**config.mk**
```make
export PLATFORM = sky130hd
export DESIGN_NAME = epp_slave
export DESIGN_NICKNAME = d
export VERILOG_FILES = /design/src/rtl/epp_slave.sv
export SDC_FILE = /design/constraint.sdc
export NUM_CORES = 1
export LEC_CHECK = 0
export BUFFER_PORTS_ARGS = -buffer_cell sky130_fd_sc_hd__buf_2
export CAP_MARGIN = 20
export CORE_ASPECT_RATIO = 1.1
export CORE_MARGIN = 2
export CORE_UTILIZATION = 35
export DETAILED_ROUTE_END_ITERATION = 7
export PLACE_DENSITY = 0.49
export SLEW_MARGIN = 5
export SYNTH_ARGS = -nofsm -noshare
export SYNTH_HDL_FRONTEND = slang
export SYNTH_SLANG_ARGS = --single-unit
```
**constraint.sdc**
```tcl
create_clock -name clk_in -period 4.2 [get_ports clk_in]
set_input_delay 0.21 -clock clk_in [delete_from_list [all_inputs] [get_ports clk_in]]
set_output_delay 0.21 -clock clk_in [all_outputs]
set_load 0.03 [all_outputs]
```
**src/rtl/epp_slave.sv**
```systemverilog
// EPP slave: synchronizes the asynchronous EPP strobes onto clk_in and serves a small register
// file (scratch, LED, heartbeat counter, ID) to the host.
module epp_slave #(
  parameter logic [7:0]  ID_VALUE = 8'hA5,
  parameter int unsigned HB_WIDTH = 8
) (
  input  logic       clk_in,
  input  logic       rst_n,
  input  logic       slow_clk,
  input  logic       astb_n,
  input  logic       dstb_n,
  input  logic       wr_n,
  input  logic [7:0] db_i,
  output logic [7:0] db_o,
  output logic       db_oe,
  output logic       wait_o,
  output logic [7:0] led_o
);

  typedef enum logic [2:0] {StIdle, StAddrWr, StAddrRd, StDataWr, StDataRd, StHold} state_e;

  state_e              state_q, state_d;
  logic [2:0]          strb_s1_q, strb_s2_q;  // {wr_n, dstb_n, astb_n}
  logic [2:0]          sc_q;                  // {history, sync2, sync1} of slow_clk
  logic [1:0]          sync_vld_q;
  logic                arm_q;
  logic                cyc_addr_q, cyc_rd_q;
  logic [7:0]          addr_q, scratch_q, led_q, rd_data_q;
  logic [HB_WIDTH-1:0] hb_cnt_q;
  logic [7:0]          hb_ext, reg_rd, rd_sel;
  logic                astb_s, dstb_s, wr_s, start, addr_we, data_we;

  assign astb_s = strb_s2_q[0];
  assign dstb_s = strb_s2_q[1];
  assign wr_s   = strb_s2_q[2];

  always_ff @(posedge clk_in or negedge rst_n) begin
    if (!rst_n) begin
      strb_s1_q  <= 3'b111;
      strb_s2_q  <= 3'b111;
      sc_q       <= 3'b000;
      sync_vld_q <= 2'b00;
      hb_cnt_q   <= '0;
    end else begin
      strb_s1_q  <= {wr_n, dstb_n, astb_n};
      strb_s2_q  <= strb_s1_q;
      sc_q       <= {sc_q[1:0], slow_clk};
      sync_vld_q <= {sync_vld_q[0], 1'b1};
      if (sc_q[1] && !sc_q[2]) hb_cnt_q <= hb_cnt_q + HB_WIDTH'(1);
    end
  end

  // A cycle may only start once both synced strobes were genuinely observed high, so
  // a strobe held low across reset or left low after a cycle is not replayed.
  always_ff @(posedge clk_in or negedge rst_n) begin
    if (!rst_n) begin
      arm_q <= 1'b0;
    end else if (state_q != StIdle) begin
      arm_q <= 1'b0;
    end else if (sync_vld_q[1] && astb_s && dstb_s) begin
      arm_q <= 1'b1;
    end
  end

  always_ff @(posedge clk_in or negedge rst_n) begin
    if (!rst_n) state_q <= StIdle;
    else        state_q <= state_d;
  end

  always_comb begin
    state_d = state_q;
    unique case (state_q)
      StIdle: begin
        if (arm_q) begin
          if (!astb_s)      state_d = wr_s ? StAddrRd : StAddrWr;
          else if (!dstb_s) state_d = wr_s ? StDataRd : StDataWr;
        end
      end
      StAddrWr, StAddrRd, StDataWr, StDataRd: state_d = StHold;
      StHold: if (cyc_addr_q ? astb_s : dstb_s) state_d = StIdle;
      default: state_d = StIdle;
    endcase
  end

  always_comb begin
    wait_o  = (state_q != StIdle);
    db_oe   = (state_q inside {StAddrRd, StDataRd}) || (state_q == StHold && cyc_rd_q);
    db_o    = db_oe ? rd_data_q : 8'h00;
    addr_we = (state_q == StAddrWr);
    data_we = (state_q == StDataWr);
    start   = (state_q == StIdle) && (state_d != StIdle);
  end

  always_comb begin
    hb_ext = '0;
    hb_ext[HB_WIDTH-1:0] = hb_cnt_q;
    unique case (addr_q)
      8'h00:   reg_rd = scratch_q;
      8'h01:   reg_rd = led_q;
      8'h02:   reg_rd = hb_ext;
      8'h03:   reg_rd = ID_VALUE;
      default: reg_rd = 8'h00;
    endcase
    rd_sel = (state_d == StAddrRd) ? addr_q : reg_rd;
  end

  // Read data is captured when the cycle starts so db_o stays stable while hb_cnt keeps counting.
  always_ff @(posedge clk_in or negedge rst_n) begin
    if (!rst_n) begin
      cyc_addr_q <= 1'b0;
      cyc_rd_q   <= 1'b0;
      rd_data_q  <= 8'h00;
      addr_q     <= 8'h00;
      scratch_q  <= 8'h00;
      led_q      <= 8'h00;
    end else begin
      if (start) begin
        cyc_addr_q <= (state_d inside {StAddrWr, StAddrRd});
        cyc_rd_q   <= wr_s;
        rd_data_q  <= rd_sel;
      end
      if (addr_we) addr_q <= db_i;
      if (data_we) begin
        if (addr_q == 8'h00) scratch_q <= db_i;
        if (addr_q == 8'h01) led_q     <= db_i;
      end
    end
  end

  assign led_o = led_q;

endmodule

```
==> impl_metrics.json, run 1 <==
{
  "outcome": "complete, no violations",
  "fin_util": 0.431,
  "clk_pin_slew_ns": 0.06,
  "yosys.area.top_type_share": 0.510,
  "grt_overflow": 0,
  "wire_per_inst_um": 15.3,
  "yosys.area_share.xor_xnor": 0.0245,
  "post-cts-setup-buffers": 0,
  "antenna_left": 0,
  "seq_area_frac_synth": 0.573,
  "max_freq_mhz": 468,
  "final_common_cell": "dfrtp_1",
  "die_w_um": 84.6,
  "synth_cell_type_count": 41,
  "layout-drive-gt1-share": 0.385,
  "viasPerCell": 4.92,
  "critical_path_depth": 5,
  "worstPathCellList": "inv_2, nor3_1, a31oi_1, nor2b_1, buf_2",
  "path_max_fanout": 9,
  "place_area_um2": 2760,
  "rsz0062_at_grt": "false",
  "dr.first_iter.drc_count": 62,
  "post_cts_resized": 0,
  "first_global_vias": 1660,
  "grt_pass1_wl_um": 8520,
  "yosys_warnings": 0,
  "tightestPinTransition_ns": 0.784,
  "clk_latency_ns": 0.33,
  "cap_violations": 0,
  "hp-class": "input pin to async pin",
  "port_buffers": 31,
  "crit_arrival_ns": 1.93,
  "critPathTopFamily": "compound AO/OA/AOI/OAI gates",
  "placed_cells": 309,
  "synth-compound-area-share": 0.0840,
  "final_cell_mix": "dfrtp_1, buf_2, mux2_2",
  "yosysTopAreaCell": "dfrtp_1",
  "syn_to_final_growth_pct": 19.9,
  "drc": 0,
  "crit_buf_inv": 2,
  "fillers": 686,
  "synth_cells": 196,
  "synthAdderAreaFrac": 0.00500,
  "fin_crit_ns": 2.14,
  "nets": 254,
  "die-area_um2": 7850,
  "clock-sinks": 57,
  "cts_tree": "yes",
  "vias": 1618,
  "ys.flop_type": "dfrtp_1",
  "grt_usage": 0.144,
  "finalSetupTns_ns": 0,
  "synth_top_family_by_area": "multiplexers",
  "path_class": "flip-flop to output port",
  "rows": 32,
  "coreArea_um2": 6970,
  "maxSlewHeadroom": 0.475,
  "power_density_nw_per_um2": 566,
  "max-vdd-ir-drop_mv": 0.285,
  "cpMaxStageDelayCell": "a31oi_1",
  "leakagePower_nw": 1.35,
  "muxShareOfSynthArea": 0.155,
  "final_area_um2": 3000,
  "setup_viol": 0,
  "required_ns": 3.99,
  "crit_path_start_kind": "flip-flop",
  "htreeDepth": 3,
  "ios": 32,
  "dp_hpwl_um": 3530,
  "place_congestion": 0.822,
  "cpPeakStageDelay_ns": 0.60,
  "antenna_found_initial": 0,
  "syn_area_per_cell_um2": 12.8,
  "yosys-top-cells-area": "dfrtp_1, mux2_2, dfstp_2, nor2b_1, a22oi_1",
  "syn_nets": 211,
  "initial_utilization": 0.359,
  "drt_wl_total_um": 5050,
  "yosys.area_share.simple": 0.143,
  "cts_buffers": 9,
  "grt_max_degree": 58,
  "ys_async_sr_fraction": 1.00,
  "cp-end-kind": "output port",
  "cts_root_buf": "clkbuf_8",
  "fin_skew_ns": 0.00652,
  "num_antenna_cells": 0,
  "die_y_um": 92.7,
  "worstRegToRegCells": 4,
  "clockBufferDepth": 2,
  "synth_area_um2": 2500,
  "ys_seq_elements": 57,
  "first_pass_iters": 4,
  "synth-edff-count": 0,
  "finalNonFillerCells": 329,
  "min_period_over_period": 0.509,
  "hold_viol_final": 0,
  "maxSlewViolCount": 0
}
through the flow:
stage / power, mW / hold slack, ns / setup slack, ns
global route: 1.81 / 0.0898 / 1.87
floorplan: 1.06 / -0.0856 / 2.45
finish: 1.70 / 0.0253 / 2.06
detailed placement: 1.18 / 0.317 / 2.10
CTS: 1.73 / 0.0380 / 1.99
global placement: 1.18 / 0.316 / 2.11
worst paths after layout:
check	start	endpoint	slack, ns
setup / recovery	state_q[1]$_DFF_PN0_	db_o[5]	2.06
hold / removal	rst_n	state_q[0]$_DFF_PN0_	0.03
setup reg to reg	addr_q[3]$_DFFE_PN0N_	scratch_q[0]$_DFFE_PN0P_	2.15
hold reg to reg	sc_q[0]$_DFF_PN0_	sc_q[1]$_DFF_PN0_	0.35
max in group asynchronous	rst_n	addr_q[6]$_DFFE_PN0N_	3.71
min in group clk_in	db_i[3]	scratch_q[3]$_DFFE_PN0P_	0.14
repair_timing:
item                                    in CTS  in global routing
endpoints found under the setup margin       0                  0
endpoints found under the hold margin        4                  0
hold buffers                                 4                  0
worst reg2reg max path: stages (launching register included):
cell	delay, ns
dfrtp_1	0.40
nor4_1	0.51
nand2_1	0.19
nor3b_4	0.45
mux2_2	0.39
metal layers:
metal / GRT usage / part of all wire / vias up
met4: 0.0794 / 0.024 / 0
met2: 0.205 / 0.45 / 30
li1: - / - / 795
met3: 0.0383 / 0.034 / 12
met1: 0.200 / 0.49 / 781
met5: 0 / 0 / -
layout make-up:
type	instances	area, um2	share of cell area
clock buffers	14	173	0.0575
clock inverters	2	35.0	0.0117
inverters	5	18.8	0.00625
multi-input cells	130	1030	0.344
flip-flops and latches	57	1430	0.478
well taps	85	106	0.0354
repair buffers	36	203	0.0675
cells in the mapped netlist, types with 2 or more instances:
library cell / number
mux2_2: 30
dfrtp_1: 51
a22oi_1: 8
inv_1: 4
nor2_1: 8
nor2b_1: 11
xnor2_1: 6
buf_2: 2
mux2i_1: 5
and3_1: 2
a31oi_1: 2
o211ai_1: 2
a21oi_1: 5
clkbuf_1: 2
nor3_1: 2
nand4_1: 3
nor4b_4: 2
o21ai_0: 9
o22ai_1: 4
nand2_1: 10
dfstp_2: 6
nand2b_1: 3
flip-flops by register name, summed over array words and instances (netlist names), 2 cells and up:
signal and flops:
scratch_q 8, led_o 8, rd_data_q 8, strb_s1_q 3, hb_cnt_q 8, strb_s2_q 3
sc_q 3, sync_vld_q 2, addr_q 8, state_q 3
logic make-up after synthesis:
logic type | Yosys count
xor gates and xnor gates | 7
muxes | 35
adders and majority gates | 1
other | 1
and+or+nand+nor | 53
DFF | 57
AOI/OAI and AO/OA | 33
buffers and inverters | 9
where the power goes:
group / leakage, nW / switching (mW) / internal (mW)
logic: 0.534 / 0.181 / 0.185
clock network: 0.107 / 0.206 / 0.322
registers: 0.709 / 0.155 / 0.651
Note: power is estimated with default switching activity, not from simulation.
==> run 2: changes to the inputs <==
clock period = 2.15 ns   (was 4.2 ns; I/O delays follow)
==> run 2 against run 1 <==
Count of clock-buffer cells in the layout is 3 lower. Combinational power increased by 130%. Non-clock buffer count rose by 9. Largest cell class unchanged. Clock skew increased by 0.0017 ns. Design area is 3.9% higher. Critical endpoint is now db_o[4]. Critical path type unchanged.
==> impl_metrics.json, run 2 (synthesis gave the netlist of run 1 again) <==
{
  "maxSlewHeadroom": 0.596,
  "post-cts-setup-buffers": 0,
  "setup_ws_ns": 0.308,
  "hp-class": "input pin to flip-flop",
  "leakagePower_nw": 1.41,
  "maxSlewViolCount": 0,
  "antenna_left": 0,
  "fin_crit_ns": 1.84,
  "drc": 0,
  "path_max_fanout": 10,
  "port_buffers": 31,
  "cts_root_buf": "clkbuf_8",
  "path_class": "flip-flop to output port",
  "crit_path_start_kind": "flip-flop",
  "setup_viol": 0,
  "rows": 32,
  "final_area_um2": 3120,
  "die_w_um": 84.6,
  "rsz0062_at_grt": "false",
  "grt_usage": 0.150,
  "cap_violations": 0,
  "r2r_slack_ns": 0.33,
  "reg2reg_from": "addr_q[3]$_DFFE_PN0N_",
  "worstRegToRegCells": 6,
  "layout-drive-gt1-share": 0.407,
  "cp-end-kind": "output port",
  "first_global_vias": 1701,
  "clock-sinks": 57,
  "outcome": "complete, no violations",
  "first_pass_iters": 4,
  "fin_skew_ns": 0.00822,
  "final_cell_mix": "dfrtp_1, buf_2, mux2_2",
  "min_period_over_period": 0.857,
  "power_density_nw_per_um2": 1140,
  "cts_tree": "yes",
  "required_ns": 2.04,
  "clockBufferDepth": 2,
  "r2r_end": "scratch_q[1]$_DFFE_PN0P_",
  "coreArea_um2": 6970,
  "clk_pin_slew_ns": 0.07,
  "die-area_um2": 7850,
  "wire_per_inst_um": 15.4,
  "dp_hpwl_um": 3750,
  "hold_viol_final": 0,
  "crit_path_end": "db_o[4]",
  "num_antenna_cells": 0,
  "place_congestion": 0.796,
  "initial_utilization": 0.359,
  "drt_wl_total_um": 5210,
  "grt_overflow": 0,
  "viasPerCell": 4.86,
  "clk_latency_ns": 0.33,
  "dr.first_iter.drc_count": 86,
  "max_freq_mhz": 543,
  "max-vdd-ir-drop_mv": 0.541,
  "place_area_um2": 2830,
  "nets": 263,
  "crit_path_start": "state_q[2]$_DFF_PN0_",
  "grt_pass1_wl_um": 8940,
  "tightestPinTransition_ns": 0.606,
  "finalSetupTns_ns": 0,
  "grt_max_degree": 33,
  "htreeDepth": 3,
  "syn_to_final_growth_pct": 24.6,
  "antenna_found_initial": 0,
  "ios": 32,
  "cts_buffers": 9,
  "final_common_cell": "dfrtp_1",
  "crit_arrival_ns": 1.73,
  "die_y_um": 92.7,
  "pre_cts_ws_ns": 0.323,
  "vias": 1642
}
[run 2: cell count changes in the layout (fill, tap and decap cells not counted), sizes merged]
cell         previous run  this run
dlygate4sd3             4         5
buf                    32        40
clkinv                  1         2
clkbuf                 14        11
bufinv                  1         3
[run 2: worst min path at each step]
stage	from	cells after the start	end	slack, ns
6_report	db_i[4]	2	led_o[4]$_DFFE_PN0P_	0.04
5_1_grt	db_i[1]	2	addr_q[1]$_DFFE_PN0N_	0.03
4_1_cts	db_i[4]	2	led_o[4]$_DFFE_PN0P_	0.03
3_5_place_dp	rst_n	1	cyc_addr_q$_DFFE_PN0P_	0.15
3_3_place_gp	rst_n	1	cyc_addr_q$_DFFE_PN0P_	0.16
2_1_floorplan	rst_n	0	addr_q[0]$_DFFE_PN0N_	-0.19
[run 2: per-stage QoR]
stage | util | power (mW) | hold WS [ns] | std cells
floorplan | - | 2.07 | -0.188 | 196
global placement | 0.406 | 2.36 | 0.156 | 317
detailed placement | 0.406 | 2.37 | 0.149 | 317
CTS | 0.447 | 3.59 | 0.0251 | 338
global route | 0.448 | 3.78 | 0.0298 | 338
finish | 0.448 | 3.55 | 0.0447 | 338
[run 2: where the power goes]
group | internal, mW | total [mW] | switching (mW)
logic | 0.410 | 0.842 | 0.432
clock network | 0.771 | 1.20 | 0.426
registers | 1.27 | 1.51 | 0.235
[run 2: timing repair]
action,in CTS,in global routing
endpoints found under the setup margin,0,9
endpoints found under the hold margin,23,0
resized for setup,0,1
hold buffers,5,0
[run 2: layer usage]
metal  track usage  wire [um]  vias to the layer above
li1              -          -                      811
met4        0.0714         87                        0
met5             0          0                        -
met2         0.213       2350                       27
met1         0.210       2560                      797
met3        0.0455        208                        7
[run 2: critical path: stages (launching register included)]
cell and delay, ns:
dfrtp_1 0.60, nor3_1 0.11, a31oi_2 0.39, nor2b_1 0.09, buf_2 0.19
[run 2: area by class of cell]
cell class / instances / area (um2)
fill: 676 / 3850
clock buffer: 11 / 131
timing repair buffer: 45 / 285
tap: 85 / 106
clock inverter: 5 / 104
inverter: 5 / 18.8
sequential: 57 / 1430
multi-input combinational: 130 / 1040
==> run 3: changes to the inputs <==
PLACE_DENSITY = default   (was 0.49)
PLACE_DENSITY_LB_ADDON = 0.15   (was default)
==> run 3 against run 2 <==
Wire length down 0.67%. Cell count stayed put. Largest power group unchanged. Design area shrank 2.4%. Via count increased by 0.61%. Sequential power about the same.
==> impl_metrics.json, run 3 (synthesis gave the netlist of run 1 again) <==
{
  "drt_wl_total_um": 5170,
  "maxSlewHeadroom": 0.651,
  "cts_root_buf": "clkbuf_8",
  "clk_pin_slew_ns": 0.07,
  "viasPerCell": 4.89,
  "grt_pass1_wl_um": 8960,
  "initial_utilization": 0.359,
  "path_class": "flip-flop to flip-flop",
  "required_ns": 2.36,
  "die-area_um2": 7850,
  "die_y_um": 92.7,
  "final_common_cell": "dfrtp_1",
  "clk_latency_ns": 0.33,
  "dr.first_iter.drc_count": 35,
  "vias": 1652,
  "num_antenna_cells": 0,
  "fin_skew_ns": 0.0143,
  "critPathTopFamily": "simple AND/OR/NAND/NOR gates",
  "holdWs_ns": 0.0471,
  "rsz0062_at_grt": "false",
  "wire_per_inst_um": 15.3,
  "rows": 32,
  "r2r_slack_ns": 0.29,
  "r2r_end": "scratch_q[3]$_DFFE_PN0P_",
  "path_max_fanout": 8,
  "reg2reg_from": "state_q[1]$_DFF_PN0_",
  "grt_usage": 0.151,
  "leakagePower_nw": 1.38,
  "antenna_found_initial": 0,
  "worstHoldStart": "db_i[4]",
  "dp_hpwl_um": 3780,
  "antenna_left": 0,
  "grt_overflow": 0,
  "dr_wl_met2_um": 2440,
  "ios": 32,
  "cts_buffers": 9,
  "tightestPinTransition_ns": 0.524,
  "hp-class": "input pin to flip-flop",
  "crit_buf_inv": 2,
  "finalSetupTns_ns": 0,
  "cpMaxStageDelayCell": "dfrtp_1",
  "max-vdd-ir-drop_mv": 0.432,
  "grt_max_degree": 23,
  "cpPeakStageDelay_ns": 0.52,
  "maxSlewViolCount": 0,
  "worstRegToRegCells": 5,
  "setup_viol": 0,
  "power_density_nw_per_um2": 1050,
  "clock-sinks": 57,
  "wl_met3_um": 147,
  "multi_input_comb_area_um2": 1040,
  "nets": 263,
  "crit_arrival_ns": 2.08,
  "first_global_vias": 1726,
  "post-cts-setup-buffers": 0,
  "coreArea_um2": 6970,
  "fillers": 664,
  "final_cell_mix": "dfrtp_1, buf_2, mux2_2",
  "port_buffers": 31,
  "hold_viol_final": 0,
  "first_pass_iters": 4,
  "seqCellArea_um2": 1430,
  "hold_end": "led_o[4]$_DFFE_PN0P_",
  "fin_crit_ns": 1.86,
  "whs_path_depth": 2,
  "cts_tree": "yes",
  "outcome": "complete, no violations",
  "die_w_um": 84.6,
  "max_freq_mhz": 536,
  "htreeDepth": 3,
  "syn_to_final_growth_pct": 21.6,
  "cap_violations": 0,
  "clockBufferDepth": 2,
  "cp-end-kind": "flip-flop",
  "worstPathCellList": "inv_2, nor4b_4, nor3b_4, buf_4, mux2_2",
  "drc": 0,
  "met1_length_um": 2480,
  "crit_path_start_kind": "flip-flop",
  "place_congestion": 0.836,
  "top_layer_used": "met4",
  "layout-drive-gt1-share": 0.407,
  "min_period_over_period": 0.867
}
==> run 3: repair_timing <==
item,4_1_cts,5_1_grt
setup endpoints to repair,0,8
resized for setup,0,1
hold buffers,5,0
endpoints found under the hold margin,18,0
==> run 3: layer usage <==
layer	up-vias	GRT usage
met5	-	0
met4	0	0.0714
met3	9	0.0365
met2	24	0.228
met1	810	0.205
li1	809	-
==> run 3: power by group <==
part,total (mW),switching (mW),internal (mW)
sequential,1.51,0.235,1.27
clock,0.879,0.403,0.476
combinational,0.824,0.422,0.402
==> run 3: metrics by stage <==
stage               utilization  power (mW)  instance area [um2]  worst slack, ns  std cells
global placement          0.404        2.35                 2820            0.301        317
floorplan                     -        2.07                 2500            0.404        196
detailed placement        0.404        2.35                 2820            0.293        317
CTS                       0.436        3.25                 3040            0.137        338
finish                    0.437        3.21                 3050            0.285        338
global route              0.437        3.43                 3050            0.126        338
==> run 3: cell type report <==
type,instances,share of cell area
Sequential cell,57,0.471
Multi-Input combinational cell,130,0.341
Timing Repair Buffer,45,0.0896
Clock buffer,13,0.0522
Tap cell,85,0.0349
Inverter,5,0.00616
Clock inverter,3,0.00493
==> run 3: worst register-to-register path, delay by kind of cell (launching register included) <==
kind	cells	cell delay, ns
buffers and inverters	2	0.32
DFF	1	0.52
muxes	1	0.35
and+or+nand+nor	2	0.56
==> run 3: worst max path at each step <==
stage	from	end	slack (ns)	depth (start not counted)
floorplan	state_q[2]$_DFF_PN0_	rd_data_q[1]$_DFFE_PN0P_	0.40	6
global placement	state_q[1]$_DFF_PN0_	scratch_q[5]$_DFFE_PN0P_	0.30	5
detailed placement	addr_q[3]$_DFFE_PN0N_	scratch_q[3]$_DFFE_PN0P_	0.29	5
CTS	state_q[1]$_DFF_PN0_	db_o[7]	0.14	5
global route	state_q[2]$_DFF_PN0_	db_o[1]	0.13	4
finish	state_q[1]$_DFF_PN0_	scratch_q[3]$_DFFE_PN0P_	0.29	5
